==> src/rtl/iter_muldiv_unit.sv <==
// iter_muldiv_unit
// Iterative multiply / divide unit for the multicycle core. Runs MUL, MLA,
// UDIV and SDIV over several cycles behind a start/busy/done handshake.
//
// Parameters:
//   WIDTH  - operand/result width (even, >= 8)
//   UNROLL - bits retired per RUN cycle (1, 2 or 4; divides WIDTH)
//
// Ports:
//   clk        rising-edge clock
//   reset      asynchronous active-low reset
//   start      request, accepted only in IDLE
//   flush      synchronous abort back to IDLE, no done pulse
//   op         00 MUL, 01 MLA, 10 UDIV, 11 SDIV (sampled at accept)
//   a, b, acc  operands (sampled at accept)
//   busy       high while an accepted op is in flight
//   done       one-cycle pulse, result/remainder/dz/nz valid
//   result     product low word or quotient (held until next completion)
//   remainder  divide remainder, 0 for MUL/MLA
//   dz         divide by zero on the last op
//   nz         {N,Z} flags of result
//
// Optional build macro:
//   MULDIV_EARLY_OUT_EN - MUL/MLA leave RUN as soon as the remaining
//                         multiplier bits are all zero.

module iter_muldiv_unit #(
    parameter int WIDTH  = 32,
    parameter int UNROLL = 1
) (
    input  logic             clk,
    input  logic             reset,
    input  logic             start,
    input  logic             flush,
    input  logic [1:0]       op,
    input  logic [WIDTH-1:0] a,
    input  logic [WIDTH-1:0] b,
    input  logic [WIDTH-1:0] acc,
    output logic             busy,
    output logic             done,
    output logic [WIDTH-1:0] result,
    output logic [WIDTH-1:0] remainder,
    output logic             dz,
    output logic [1:0]       nz
);

    localparam int STEPS = WIDTH / UNROLL;
    localparam int CW    = (STEPS > 1) ? $clog2(STEPS) : 1;
    localparam logic [CW-1:0] LAST = CW'(STEPS - 1);

    localparam logic [1:0] OP_MUL  = 2'b00;
    localparam logic [1:0] OP_MLA  = 2'b01;
    localparam logic [1:0] OP_SDIV = 2'b11;

    typedef enum logic [1:0] {
        S_IDLE,
        S_RUN,
        S_FIX,
        S_DONE
    } state_t;

    typedef struct packed {
        logic [WIDTH-1:0] prod;
        logic [WIDTH-1:0] mcand;
        logic [WIDTH-1:0] mplier;
    } mul_t;

    typedef struct packed {
        logic [WIDTH:0]   rem;
        logic [WIDTH-1:0] quo;
    } div_t;

    // Shift-add over UNROLL multiplier bits; only the low WIDTH bits survive.
    function automatic mul_t mul_step(input mul_t s);
        mul_t r;
        r = s;
        for (int i = 0; i < UNROLL; i++) begin
            if (r.mplier[0]) r.prod = r.prod + r.mcand;
            r.mcand  = r.mcand << 1;
            r.mplier = r.mplier >> 1;
        end
        return r;
    endfunction

    // Restoring shift-subtract over UNROLL dividend bits. The partial
    // remainder carries one extra bit so the compare never overflows.
    function automatic div_t div_step(input div_t s, input logic [WIDTH-1:0] d);
        div_t r;
        r = s;
        for (int i = 0; i < UNROLL; i++) begin
            r.rem = {r.rem[WIDTH-1:0], r.quo[WIDTH-1]};
            r.quo = r.quo << 1;
            if (r.rem >= {1'b0, d}) begin
                r.rem    = r.rem - {1'b0, d};
                r.quo[0] = 1'b1;
            end
        end
        return r;
    endfunction

    // Magnitude of a value that may be two's complement; the most-negative
    // value maps onto itself, which is the correct unsigned magnitude.
    function automatic logic [WIDTH-1:0] mag(input logic [WIDTH-1:0] v,
                                             input logic is_signed);
        return (is_signed && v[WIDTH-1]) ? (-v) : v;
    endfunction

    state_t           state, next_state;
    logic [CW-1:0]    cnt;
    logic             early;

    logic [1:0]       op_q;
    logic [WIDTH-1:0] a_q;
    logic [WIDTH-1:0] acc_q;
    logic             neg_q;
    logic             rneg_q;
    logic             dz_q;
    logic [WIDTH-1:0] prod_q;
    logic [WIDTH-1:0] mcand_q;   // multiplicand, or divisor magnitude
    logic [WIDTH-1:0] work_q;    // multiplier, or dividend shifting into quotient
    logic [WIDTH:0]   rem_q;

    mul_t             mul_nx;
    div_t             div_nx;
    logic [WIDTH-1:0] fin_res;
    logic [WIDTH-1:0] fin_rem;
    logic             accept;
    logic             acc_is_sdiv;

    assign accept      = (state == S_IDLE) && start && !flush;
    assign acc_is_sdiv = (op == OP_SDIV);

`ifdef MULDIV_EARLY_OUT_EN
    assign early = !op_q[1] && ((work_q >> UNROLL) == '0);
`else
    assign early = 1'b0;
`endif

    // ---- control: state register ----
    always_ff @(posedge clk or negedge reset) begin
        if (!reset) begin
            state <= S_IDLE;
            cnt   <= '0;
            busy  <= 1'b0;
            done  <= 1'b0;
        end else begin
            state <= next_state;
            busy  <= (next_state == S_RUN) || (next_state == S_FIX);
            done  <= (next_state == S_DONE);
            if (accept)
                cnt <= '0;
            else if (state == S_RUN)
                cnt <= cnt + CW'(1);
        end
    end

    always_comb begin
        next_state = state;
        if (flush) begin
            next_state = S_IDLE;
        end else begin
            case (state)
                S_IDLE: if (start) next_state = (op[1] && (b == '0)) ? S_FIX : S_RUN;
                S_RUN:  if (cnt == LAST || early) next_state = S_FIX;
                S_FIX:  next_state = S_DONE;
                S_DONE: next_state = S_IDLE;
                default: next_state = S_IDLE;
            endcase
        end
    end

    // ---- datapath: operand capture and iteration ----
    always_comb begin
        mul_nx = mul_step({prod_q, mcand_q, work_q});
        div_nx = div_step({rem_q, work_q}, mcand_q);
    end

    always_ff @(posedge clk) begin
        if (accept) begin
            op_q    <= op;
            a_q     <= a;
            acc_q   <= acc;
            neg_q   <= acc_is_sdiv && (a[WIDTH-1] ^ b[WIDTH-1]);
            rneg_q  <= acc_is_sdiv && a[WIDTH-1];
            dz_q    <= op[1] && (b == '0);
            prod_q  <= '0;
            rem_q   <= '0;
            mcand_q <= op[1] ? mag(b, acc_is_sdiv) : a;
            work_q  <= op[1] ? mag(a, acc_is_sdiv) : b;
        end else if (state == S_RUN) begin
            if (!op_q[1]) begin
                prod_q  <= mul_nx.prod;
                mcand_q <= mul_nx.mcand;
                work_q  <= mul_nx.mplier;
            end else begin
                rem_q   <= div_nx.rem;
                work_q  <= div_nx.quo;
            end
        end
    end

    // ---- fix-up: accumulate, sign correction, divide-by-zero ----
    always_comb begin
        fin_res = '0;
        fin_rem = '0;
        if (dz_q) begin
            fin_res = '0;
            fin_rem = a_q;
        end else if (op_q == OP_MUL) begin
            fin_res = prod_q;
        end else if (op_q == OP_MLA) begin
            fin_res = prod_q + acc_q;
        end else begin
            fin_res = neg_q  ? (-work_q) : work_q;
            fin_rem = rneg_q ? (-rem_q[WIDTH-1:0]) : rem_q[WIDTH-1:0];
        end
    end

    // ---- output registers: update on entry to DONE ----
    always_ff @(posedge clk or negedge reset) begin
        if (!reset) begin
            result    <= '0;
            remainder <= '0;
            dz        <= 1'b0;
            nz        <= 2'b01;
        end else if (state == S_FIX && !flush) begin
            result    <= fin_res;
            remainder <= fin_rem;
            dz        <= dz_q;
            nz        <= {fin_res[WIDTH-1], (fin_res == '0)};
        end
    end

endmodule

==> config.mk <==
export PLATFORM = sky130hd
export DESIGN_NAME = iter_muldiv_unit
export DESIGN_NICKNAME = d
export VERILOG_FILES = /design/src/rtl/iter_muldiv_unit.sv
export SDC_FILE = /design/constraint.sdc
export NUM_CORES = 1
export LEC_CHECK = 0
export CAP_MARGIN = 20
export CORE_ASPECT_RATIO = 1.4
export CORE_UTILIZATION = 64
export DETAILED_ROUTE_END_ITERATION = 8
export PLACE_DENSITY = 0.95
export SYNTH_ARGS = -nofsm -noshare
export SYNTH_HDL_FRONTEND = slang
export SYNTH_SLANG_ARGS = --single-unit
==> constraint.sdc <==
create_clock -name clk -period 10.4 [get_ports clk]
set_input_delay 2.08 -clock clk [delete_from_list [all_inputs] [get_ports clk]]
set_output_delay 2.08 -clock clk [all_outputs]
set_load 0.05 [all_outputs]
# Yosys cells after proc, flatten, opt, wreduce, memory -nomap -nowiden
# Index checks and enable logic that the tools add are counted.
[classes]
addsub = 8
mul = 0
n_div = 0
n_lt_le_gt_ge = 1
n_eq_ne = 10
shift = 0
n_mux = 27
bitwise_logic = 2
n_reduce_logical = 17
[ops]
columns = ["operator", "count"]
rows = [
  ["$mux W32", 19],
  ["$neg A32 Y32", 4],
  ["$add A32 B32 Y32", 2],
  ["$logic_not A32 Y1", 2],
  ["$ge A33 B32 Y1", 1],
  ["$sub A32 B32 Y32", 1],
  ["$eq A2 B2 Y1 const B", 5],
  ["$mux W5", 2],
  ["$mux W2", 4],
  ["$pmux W2 S4", 1],
  ["$logic_and A1 B1 Y1", 7],
  ["$eq A2 B1 Y1 const B", 3],
  ["$add A5 B1 Y5 const B", 1],
  ["$eq A5 B5 Y1 const B", 1],
  ["$logic_not A2 Y1", 2],
  ["$reduce_and A2 Y1", 2],
  ["$reduce_and A3 Y1", 1],
  ["$ne A2 B1 Y1 const B", 1],
  ["$reduce_bool A2 Y1", 1],
  ["$logic_not A1 Y1", 1],
  ["$logic_or A1 B1 Y1", 1],
  ["$mux W1", 1],
  ["$not A1 Y1", 1],
  ["$xor A1 B1 Y1", 1],
]
[totals]
regBits = 273
latch_bits = 0
ramBits = 0
romBits = 0
input_bits = 102
memories = 0

# Logic depth before layout (Yosys ltp)
[logic_depth]
ltp_word = 8
mapped_depth = 16
mapped_depth_nobuf = 14

# Worst setup path after synthesis
# No wires, ideal clock.
[synth_timing]
path_kind = "input-to-reg"
start = "input port flush"
end = "register a_q[0], enable pin"
setup_ns = 0.460
arrival_ns = 4.991
setup_slack_ns = 4.949
cell_stages = 5
path_cell_list = "nor2_1 nand3b_1 inv_1 clkbuf_1 buf_1"
[synth_via]
elab_chain_cells = 2
[synth_lines]
columns = ["item", "line_no", "text"]
rows = [
  ["start, declared", "34", "input logic flush,"],
  ["$logic_not A1 Y1", "130", "assign accept = (state == S_IDLE) && start && !flush;"],
  ["$logic_and A1 B1 Y1", "130", ""],
  ["via accept", "127", "logic accept;"],
  ["end signal, assigned", "181", "a_q <= a;"],
  ["end, declared", "113", "logic [WIDTH-1:0] a_q;"],
]
# The timed path passes the listed nets, and every way through them passes these cells.
# A chain may end at the register's enable or synchronous reset.

# Worst setup path after layout
[layout_timing]
start = "input port b[8]"
end = "register busy"
[layout_via]
elab_chain_cells = 8
[layout_lines]
columns = ["item", "line_no", "text"]
rows = [
  ["start, declared", "37", "input logic [WIDTH-1:0] b,"],
  ["$logic_not A32 Y1 *", "163", "S_IDLE: if (start) next_state = (op[1] && (b == '0)) ? S_FIX : S_RUN;"],
  ["$logic_and A1 B1 Y1 *", "163", ""],
  ["$mux W2 * (2 in series)", "163", ""],
  ["$pmux W2 S4 *", "162", "case (state)"],
  ["$mux W2 *", "159", "if (flush) begin"],
  ["via next_state[1]", "108", "state_t state, next_state;"],
  ["$eq A2 B1 Y1 / $eq A2 B2 Y1 (equally long branches)", "148", "busy <= (next_state == S_RUN) || (next_state == S_FIX);"],
  ["$logic_or A1 B1 Y1 *", "148", ""],
  ["end signal, assigned", "148", ""],
  ["end, declared", "39", "output logic busy,"],
]
# The timed path passes the listed nets; every way through them passes the cells marked *.

==> metrics.md <==
| Metric | Value |
|---|---|
| Dpl hpwl | 44,000 um |
| Post-synthesis sequential area ratio | 0.370 |
| Grt ovf | 0 |
| # Post-CTS Setup Buffers | 0 |
| Leading cell types in the layout, fill and taps excluded | nand2_1, o21ai_0, a21oi_1 |
| Antenna violations before repair | 2 |
| DRC | 0 |
| Synth Cell Area | 19,300 um2 |
| Post-synth top area share | 0.207 |
| Initial Util | 0.656 |
| Cts hold-fix bufs | 0 |
| Hold Fails Final Rpt | 0 |
| Hold Crit Class | reg2reg |
| Setup_tns | 0 ns |
| Layout cell share with drive strength beyond 1 | 0.0404 |
| CTS tree | yes |
| Fmax | 0.191 GHz |
| Die height | 208 um |
| Clock Path Buffers | 3 |
| DRT antenna net count | 0 |
| Minimum clock period | 5.24 ns |
| Syn_nets | 2,467 |
| Total Power | 4.01 mW |
| Post-synth top flop | edfxtp_1 |
| CTS Buf Count | 29 |
| Max Transition Viols Final | 0 |
| Setup violations, final | 0 |
| Biggest area consumer among synthesized cells | edfxtp_1 |
| VDD IR max | 0.188 mV |
| CP Max Fanout | 4 |
| DR iter-0 viols | 1,649 |
| Largest net degree at the start of global routing | 132 |
| Die X | 149 um |
| First-pass GRT wire length | 95,500 um |
| Total wire length | 60,600 um |
| #FFs+latches synth | 272 |
| CORE AREA | 29,400 um2 |
| Layout fillers | 2,156 |
| CTS Sinks | 272 |
| CTS H-tree lvls | 1 |
| Status | complete, no violations |
| Measured slew at the worst slew-check pin | 1.03 ns |
| Avg Inst Size Synth | 8.54 um2 |
| Gr usage total | 0.392 |
| Synth cell types | 77 |
| Vias in the first global route | 18,200 |
| Worst setup EP type | flip-flop |
| Pleak | 8.72 nW |
| Clock-pin slew of the registers on the worst-case setup and hold paths | 0.06 ns |
| Via Count | 18,600 |
| Synth area leaders | edfxtp_1, dfrtp_1, dfxtp_1, o21ai_0, ha_1 |
| Critical path arrival | 5.68 ns |
| CP required | 10.84 ns |
| Die area | 30,900 um2 |
| Drt first pass iters | 5 |
| EDFF count, synth | 133 |
| Clk_lat worst skew | 0.57 ns |
| CTS resizes | 0 |
| Yosys warnings | 0 |
| I/O Buffers | 170 |
| Area grow syn2layout | 14.6% |
| I/O pin cnt | 171 |
| Gpl congestion | 0.975 |
| Power Density | 181 nW/um2 |
| Post-synth ARST share | 0.276 |
| Final Cycle Share | 0.504 |
| Vias/cell | 6.75 |
| Max_cap viols | 0 |
| Unrepaired setup endpoints after global routing | no |
| Worst clock skew | 0.0147 ns |
| Worst relative slew slack | 0.312 |
| Commonest non-fill, non-tap cell in the layout | nand2_1 |
| Syn Inst Count | 2,261 |
| # rows | 74 |
| Root buf cell | clkbuf_16 |
| Wirelength per Cell | 22.0 um |
| Startpoint types | input port |
| Crit Path Category | in2reg |
| Final nets | 2,562 |
[flip-flops by register name (all words and copies together) (netlist names)]
name / flops
acc_q: 32
rem_q: 32
remainder: 32
dz: 1
result: 32
prod_q: 32
cnt: 5
op_q: 2
mcand_q: 32
state: 2
work_q: 32
nz: 1
busy: 1
done: 1
dz_q: 1
rneg_q: 1
neg_q: 1
a_q: 32
[Yosys cell counts, types with 43 or more instances]
library cell  instances
nand2_1             257
o21ai_0             255
a21oi_1             188
nor2_1              148
edfxtp_1            133
clkbuf_1            106
ha_1                101
xnor2_1              93
inv_1                85
dfrtp_1              74
o211ai_1             74
xor2_1               74
dfxtp_1              64
nand3_1              48
mux2i_1              47
nor3_1               43
[per-layer routing]
metal,vias to the layer above,global-route usage,share of wire,wire (um)
met5,-,0,0,0
met4,0,0.248,0.068,4150
met3,284,0.0532,0.089,5400
met2,1077,0.672,0.49,29400
met1,8742,0.458,0.36,21700
li1,8518,-,-,-
[logic make-up after synthesis]
group           Yosys count  synth area share
xor+xnor                167            0.0757
simple gates            666             0.161
buf+inv                 214            0.0420
mux                      54            0.0284
flops                   272             0.370
compound gates          784             0.254
fa+ha+maj               104            0.0685
[path summary, 6_finish.rpt]
kind,end,depth (start not counted),from,slack (ns)
setup / recovery,busy$_DFF_PN0_,11,b[8],5.16
hold / removal,remainder[22]$_DFFE_PN0P_,2,remainder[22]$_DFFE_PN0P_,0.48
hold reg to reg,remainder[22]$_DFFE_PN0P_,2,remainder[22]$_DFFE_PN0P_,0.48
setup reg to reg,rem_q[27]$_SDFFE_PP0P_,15,mcand_q[1]$_DFFE_PP_,5.96
max in group asynchronous,remainder[23]$_DFFE_PN0P_,2,reset,7.90
min in group asynchronous,result[5]$_DFFE_PN0P_,1,reset,1.47
[cell type report]
type | instances | area, um2 | share of cell area
Timing Repair Buffer | 193 | 1870 | 0.0844
Antenna cell | 1 | 2.50 | 0.000113
Tap cell | 380 | 475 | 0.0215
Clock buffer | 40 | 797 | 0.0360
Inverter | 85 | 324 | 0.0146
Multi-Input combinational cell | 1775 | 11400 | 0.514
Clock inverter | 13 | 140 | 0.00633
Sequential cell | 272 | 7150 | 0.323
[through the flow]
step | cells | cell area (um2) | util | worst slack [ns] | hold WS, ns
after floorplan | 2261 | 19300 | - | 4.95 | 0.462
after global placement | 2705 | 21200 | 0.720 | 4.76 | 0.460
after detailed placement | 2705 | 21200 | 0.720 | 4.71 | 0.471
after CTS | 2758 | 22100 | 0.752 | 5.29 | 0.483
after global routing | 2759 | 22100 | 0.752 | 4.91 | 0.506
final | 2759 | 22100 | 0.752 | 5.16 | 0.480
[power breakdown]
| part | total [mW] | leakage, nW | internal [mW] | switching, mW |
|---|---|---|---|---|
| Combinational | 1.51 | 5.44 | 0.624 | 0.883 |
| Sequential | 1.45 | 2.82 | 1.27 | 0.180 |
| Clock | 1.05 | 0.453 | 0.606 | 0.448 |
| Total | 4.01 | 8.72 | 2.50 | 1.51 |
[worst max-delay path, stage by stage]
cell,delay [ns]
clkdlybuf4s50_1,0.48
or4_1,0.61
or3_1,0.39
nor3_1,0.52
nand3_1,0.21
nor4_1,0.56
a21oi_1,0.18
nor2_1,0.15
a21oi_1,0.07
nor2_1,0.16
ha_1,0.27
No activity file was read; power rests on OpenSTA's default activity.
==> variant 1 (same flow settings) <==
Set the parameter `WIDTH` to 16 (it was 32).
--- a/src/rtl/iter_muldiv_unit.sv
+++ b/src/rtl/iter_muldiv_unit.sv
@@ -25,7 +25,7 @@
 //                         multiplier bits are all zero.
 
 module iter_muldiv_unit #(
-    parameter int WIDTH  = 32,
+    parameter int WIDTH  = 16,
     parameter int UNROLL = 1
 ) (
     input  logic             clk,
Interface: changed (5 resized); port bits go from 171 to 91. No check against the original RTL was run, so the function may have changed too.
==> variant 1 against the original RTL <==
  * Setup slack better by 0.45 ns
  * Power decreased by 45%
  * Register-to-register slack improved by 0.95 ns
  * Cell area is 49% lower
  * Area after synthesis decreased by 50%
  * Clock skew shrank 0.0058 ns
  * Wire length decreased by 52%
  * Sequential cell count down 129
  * Cell count is 51% lower
  * Synthesized cell count decreased by 53%
  * Die area shrank 49%
  * Combinational power is 47% lower
  * Utilization increased by 1.9 points
  * Maximum frequency is 9.4% higher
==> variant 1: results (changes against the original RTL) <==
[yosys]
synth_compound_area_frac = 0.231  ; -0.0223
seq_area_frac_synth = 0.387  ; +0.0170
synth_commonest_cells = o21ai_0 (124), nand2_1 (120), a21oi_1 (71)
yosysUniqueCellTypes = 80  ; +3.9%
synthMuxAreaShare = 0.0367  ; +0.00825
syn_nets = 1177  ; -52%
syn_area_per_cell_um2 = 9.10  ; +6.5%
synth_fa_ha_area_frac = 0.0731  ; +0.00458
synth_xor_area_frac = 0.0712  ; -0.00454
yosys-top-cells-area = edfxtp_1 (21%), dfrtp_1 (11%), ha_1 (6.7%)

[clocking]
clk_latency_ns = 0.43  ; -0.14 ns
htreeDepth = 4  ; +3
cts.path.max_buffers = 2  ; -1
numCtsBuffers = 17  ; -41%

[power_and_ir_drop]
vdd.ir_drop.worst_mv = 0.109  ; -42%

[global_routing]
grt_pass1_wl_um = 45900  ; -52%
grt_pass1_vias = 8873  ; -51%
grt_start_max_net_pins = 81  ; -39%
antenna_found_initial = 0  ; -2
globalRouteTotalUtil = 0.381  ; -0.0111

[placement]
place_ws_ns = 5.23  ; +0.512 ns
hpwl_um = 20100  ; -54%
io_buffers = 90  ; -47%
place.gp.congestion = 0.955  ; -2.1%

[finish]
fill_cells = 923  ; -57%
fin_cells = 1340  ; -51%

[timing]
max_slew_margin = 0.212  ; -0.101
fin_skew_ns = 0.00896  ; -0.00577 ns

[drt]
vias = 9133  ; -51%
drt-initial-drc-count = 1110  ; -33%
drt_pass1_iterations = 8  ; +3
routed_wl_um = 29000  ; -52%

[setup_path]
worst_path_max_delay_cell = buf_4

[outcome]
run_status = completed

[min_path]
hp-start = result[7]$_DFFE_PN0P_

-- variant 1: path summary, 6_finish.rpt --
check	slack, ns	end	depth (start not counted)
min in group asynchronous	1.56	result[2]$_DFFE_PN0P_	1
setup / recovery	5.61	rem_q[11]$_SDFFE_PP0P_	10
hold / removal	0.48	result[7]$_DFFE_PN0P_	2
hold reg to reg	0.48	result[7]$_DFFE_PN0P_	2
setup reg to reg	6.91	rem_q[12]$_SDFFE_PP0P_	11
max in group asynchronous	8.29	nz[0]$_DFFE_PN1P_	2
-- variant 1: layout make-up --
| type | count | area [um2] | share of cell area |
|---|---|---|---|
| Tap cell | 189 | 236 | 0.0210 |
| Multi-Input combinational cell | 832 | 5510 | 0.488 |
| Clock inverter | 12 | 158 | 0.0140 |
| Timing Repair Buffer | 103 | 1010 | 0.0894 |
| Sequential cell | 143 | 3760 | 0.334 |
| Clock buffer | 20 | 457 | 0.0405 |
| Inverter | 41 | 154 | 0.0136 |
-- variant 1: power groups by stage --
stage               registers [mW]  logic (mW)  clock network [mW]
CTS                          0.764       0.780               0.642
finish                       0.770       0.807               0.644
global route                 0.776       0.875               0.669
detailed placement           0.774       0.759                   0
global placement             0.768       0.726                   0
floorplan                    0.775       0.551                   0
-- variant 1: worst reg2reg max path, cell delays in order (launching register included) --
cell and delay [ns]:
edfxtp_1 0.52, inv_1 0.26, ha_1 0.40, nor2b_1 0.16, o21a_1 0.15, o21ai_0 0.13
a21oi_1 0.43, o21ai_0 0.20, a21oi_2 0.36, buf_8 0.23, mux2_2 0.36, a22o_1 0.20
-- variant 1: cells by family (layout without fill, tap and decap cells) --
kind of cell	after synthesis	in the layout
AO/OA/AOI/OAI	351	351
AND/OR/NAND/NOR	312	312
flip-flops	143	143
buffers and inverters	93	176
XOR/XNOR	79	79
adder cells (fa/ha/maj)	55	55
multiplexers	35	35
-- variant 1: layer usage --
layer / share of wire / vias to the layer above / track usage
li1: - / 4102 / -
met1: 0.35 / 4264 / 0.437
met2: 0.49 / 596 / 0.634
met3: 0.089 / 171 / 0.0855
met4: 0.069 / 0 / 0.253
met5: 0 / - / 0
-- variant 1: metrics by stage --
stage                     instance area [um2]  power (mW)
after floorplan                          9720        1.33
after CTS                               11300        2.19
after global placement                  10600        1.49
after detailed placement                10600        1.53
after global routing                    11300        2.32
final                                   11300        2.22
==> variant 2 (same settings) <==
Made on the original files. Re-encode `state_t` (4 states) as one-hot, 4 bits wide.
--- a/src/rtl/iter_muldiv_unit.sv
+++ b/src/rtl/iter_muldiv_unit.sv
@@ -52,11 +52,11 @@
     localparam logic [1:0] OP_MLA  = 2'b01;
     localparam logic [1:0] OP_SDIV = 2'b11;
 
-    typedef enum logic [1:0] {
-        S_IDLE,
-        S_RUN,
-        S_FIX,
-        S_DONE
+    typedef enum logic [3:0] {
+        S_IDLE = 4'b0001,
+        S_RUN  = 4'b0010,
+        S_FIX  = 4'b0100,
+        S_DONE = 4'b1000
     } state_t;
 
     typedef struct packed {
Function: same outputs for any inputs over 4 cycles, from zero or initial values and one cycle with reset low; so few cycles prove little.
==> variant 2 against the original RTL <==
  * Setup slack worse by 0.59 ns
  * Non-clock buffer count up 1
  * Cell area about the same
  * Area after synthesis down 0.29%
  * Sequential cell count up 2
  * Wire length down 0.88%
  * Largest cell class unchanged
Power is not compared: it rests on default switching activity, and its combinational part moved more than twofold at a synthesized area within 25%.
==> variant 2: results (changes against the original RTL) <==
[outcome]
run_status = completed

[drt]
via_per_inst = 6.79  ; +0.64%
drt_pass1_iterations = 7  ; +2
routedWlPerCell_um = 22.0  ; +0.21%
wl_met1_um = 21700  ; +0.36%
wl_met2_um = 29300  ; -0.35%
wl_met3_um = 5110  ; -5.3%
drt-initial-drc-count = 2020  ; +22%

[finish]
fin_cells = 2729  ; -1.1%
drive_gt1_frac = 0.0477  ; +0.00733

[timing]
hold_ws_ns = 0.477  ; -0.00259 ns
fin_skew_ns = 0.0149  ; +0.000218 ns
max_slew_margin = 0.205  ; -0.107

[min_path]
hold_path_depth = 1  ; -1
holdPathEnd = result[1]$_DFFE_PN0P_
hp-start = result[1]$_DFFE_PN0P_

[yosys]
synth_commonest_cells = nand2_1 (291), o21ai_0 (252), a21oi_1 (161)
syn_inst = 2220  ; -1.8%
seq_area_frac_synth = 0.374  ; +0.00372
yosys-top-cells-area = edfxtp_1 (21%), dfrtp_1 (9.7%), dfxtp_1 (6.7%)

[setup_path]
cp.arrival_ns = 6.13  ; +0.45 ns
reg2reg_depth = 14  ; -1
worst_path_max_delay_cell = nor4_1
timing.rr.end = nz[0]$_DFFE_PN1P_
crit_start = a[4]
crit_path_max_incr_delay_ns = 0.73  ; +0.12 ns
r2r_slack_ns = 5.58  ; -0.38 ns
path_max_fanout = 6  ; +2

[global_routing]
met2_usage = 0.655  ; -0.0172
grt_pass1_vias = 18000  ; -1.2%
met1_usage = 0.450  ; -0.00870
globalRouteTotalUtil = 0.384  ; -0.00804

[placement]
place_ws_ns = 4.12  ; -0.592 ns
post_dp_cell_area_um2 = 21200  ; -0.11%

==> variant 2: final cells by class <==
cell class	instances	area, um2
diodes	1	2.50
clock buffers	45	806
clock inverters	8	88.8
fillers	2053	7230
inverters	73	279
multi-input cells	1754	11400
flip-flops and latches	274	7200
well taps	380	475
repair buffers	194	1920
==> variant 2: report_power, final <==
| group | switching (mW) | leakage, nW | internal (mW) |
|---|---|---|---|
| registers | 0.0525 | 2.82 | 1.19 |
| logic | 0.363 | 5.49 | 0.235 |
| clock network | 0.438 | 0.438 | 0.578 |
==> variant 2: kinds of logic after synthesis <==
logic type               after synthesis  share of synthesized area
adder cells (fa/ha/maj)              103                     0.0681
multiplexers                          54                     0.0289
AND/OR/NAND/NOR                      663                      0.165
AO/OA/AOI/OAI                        767                      0.250
flip-flops                           274                      0.374
buffers and inverters                192                     0.0381
XOR/XNOR                             167                     0.0760
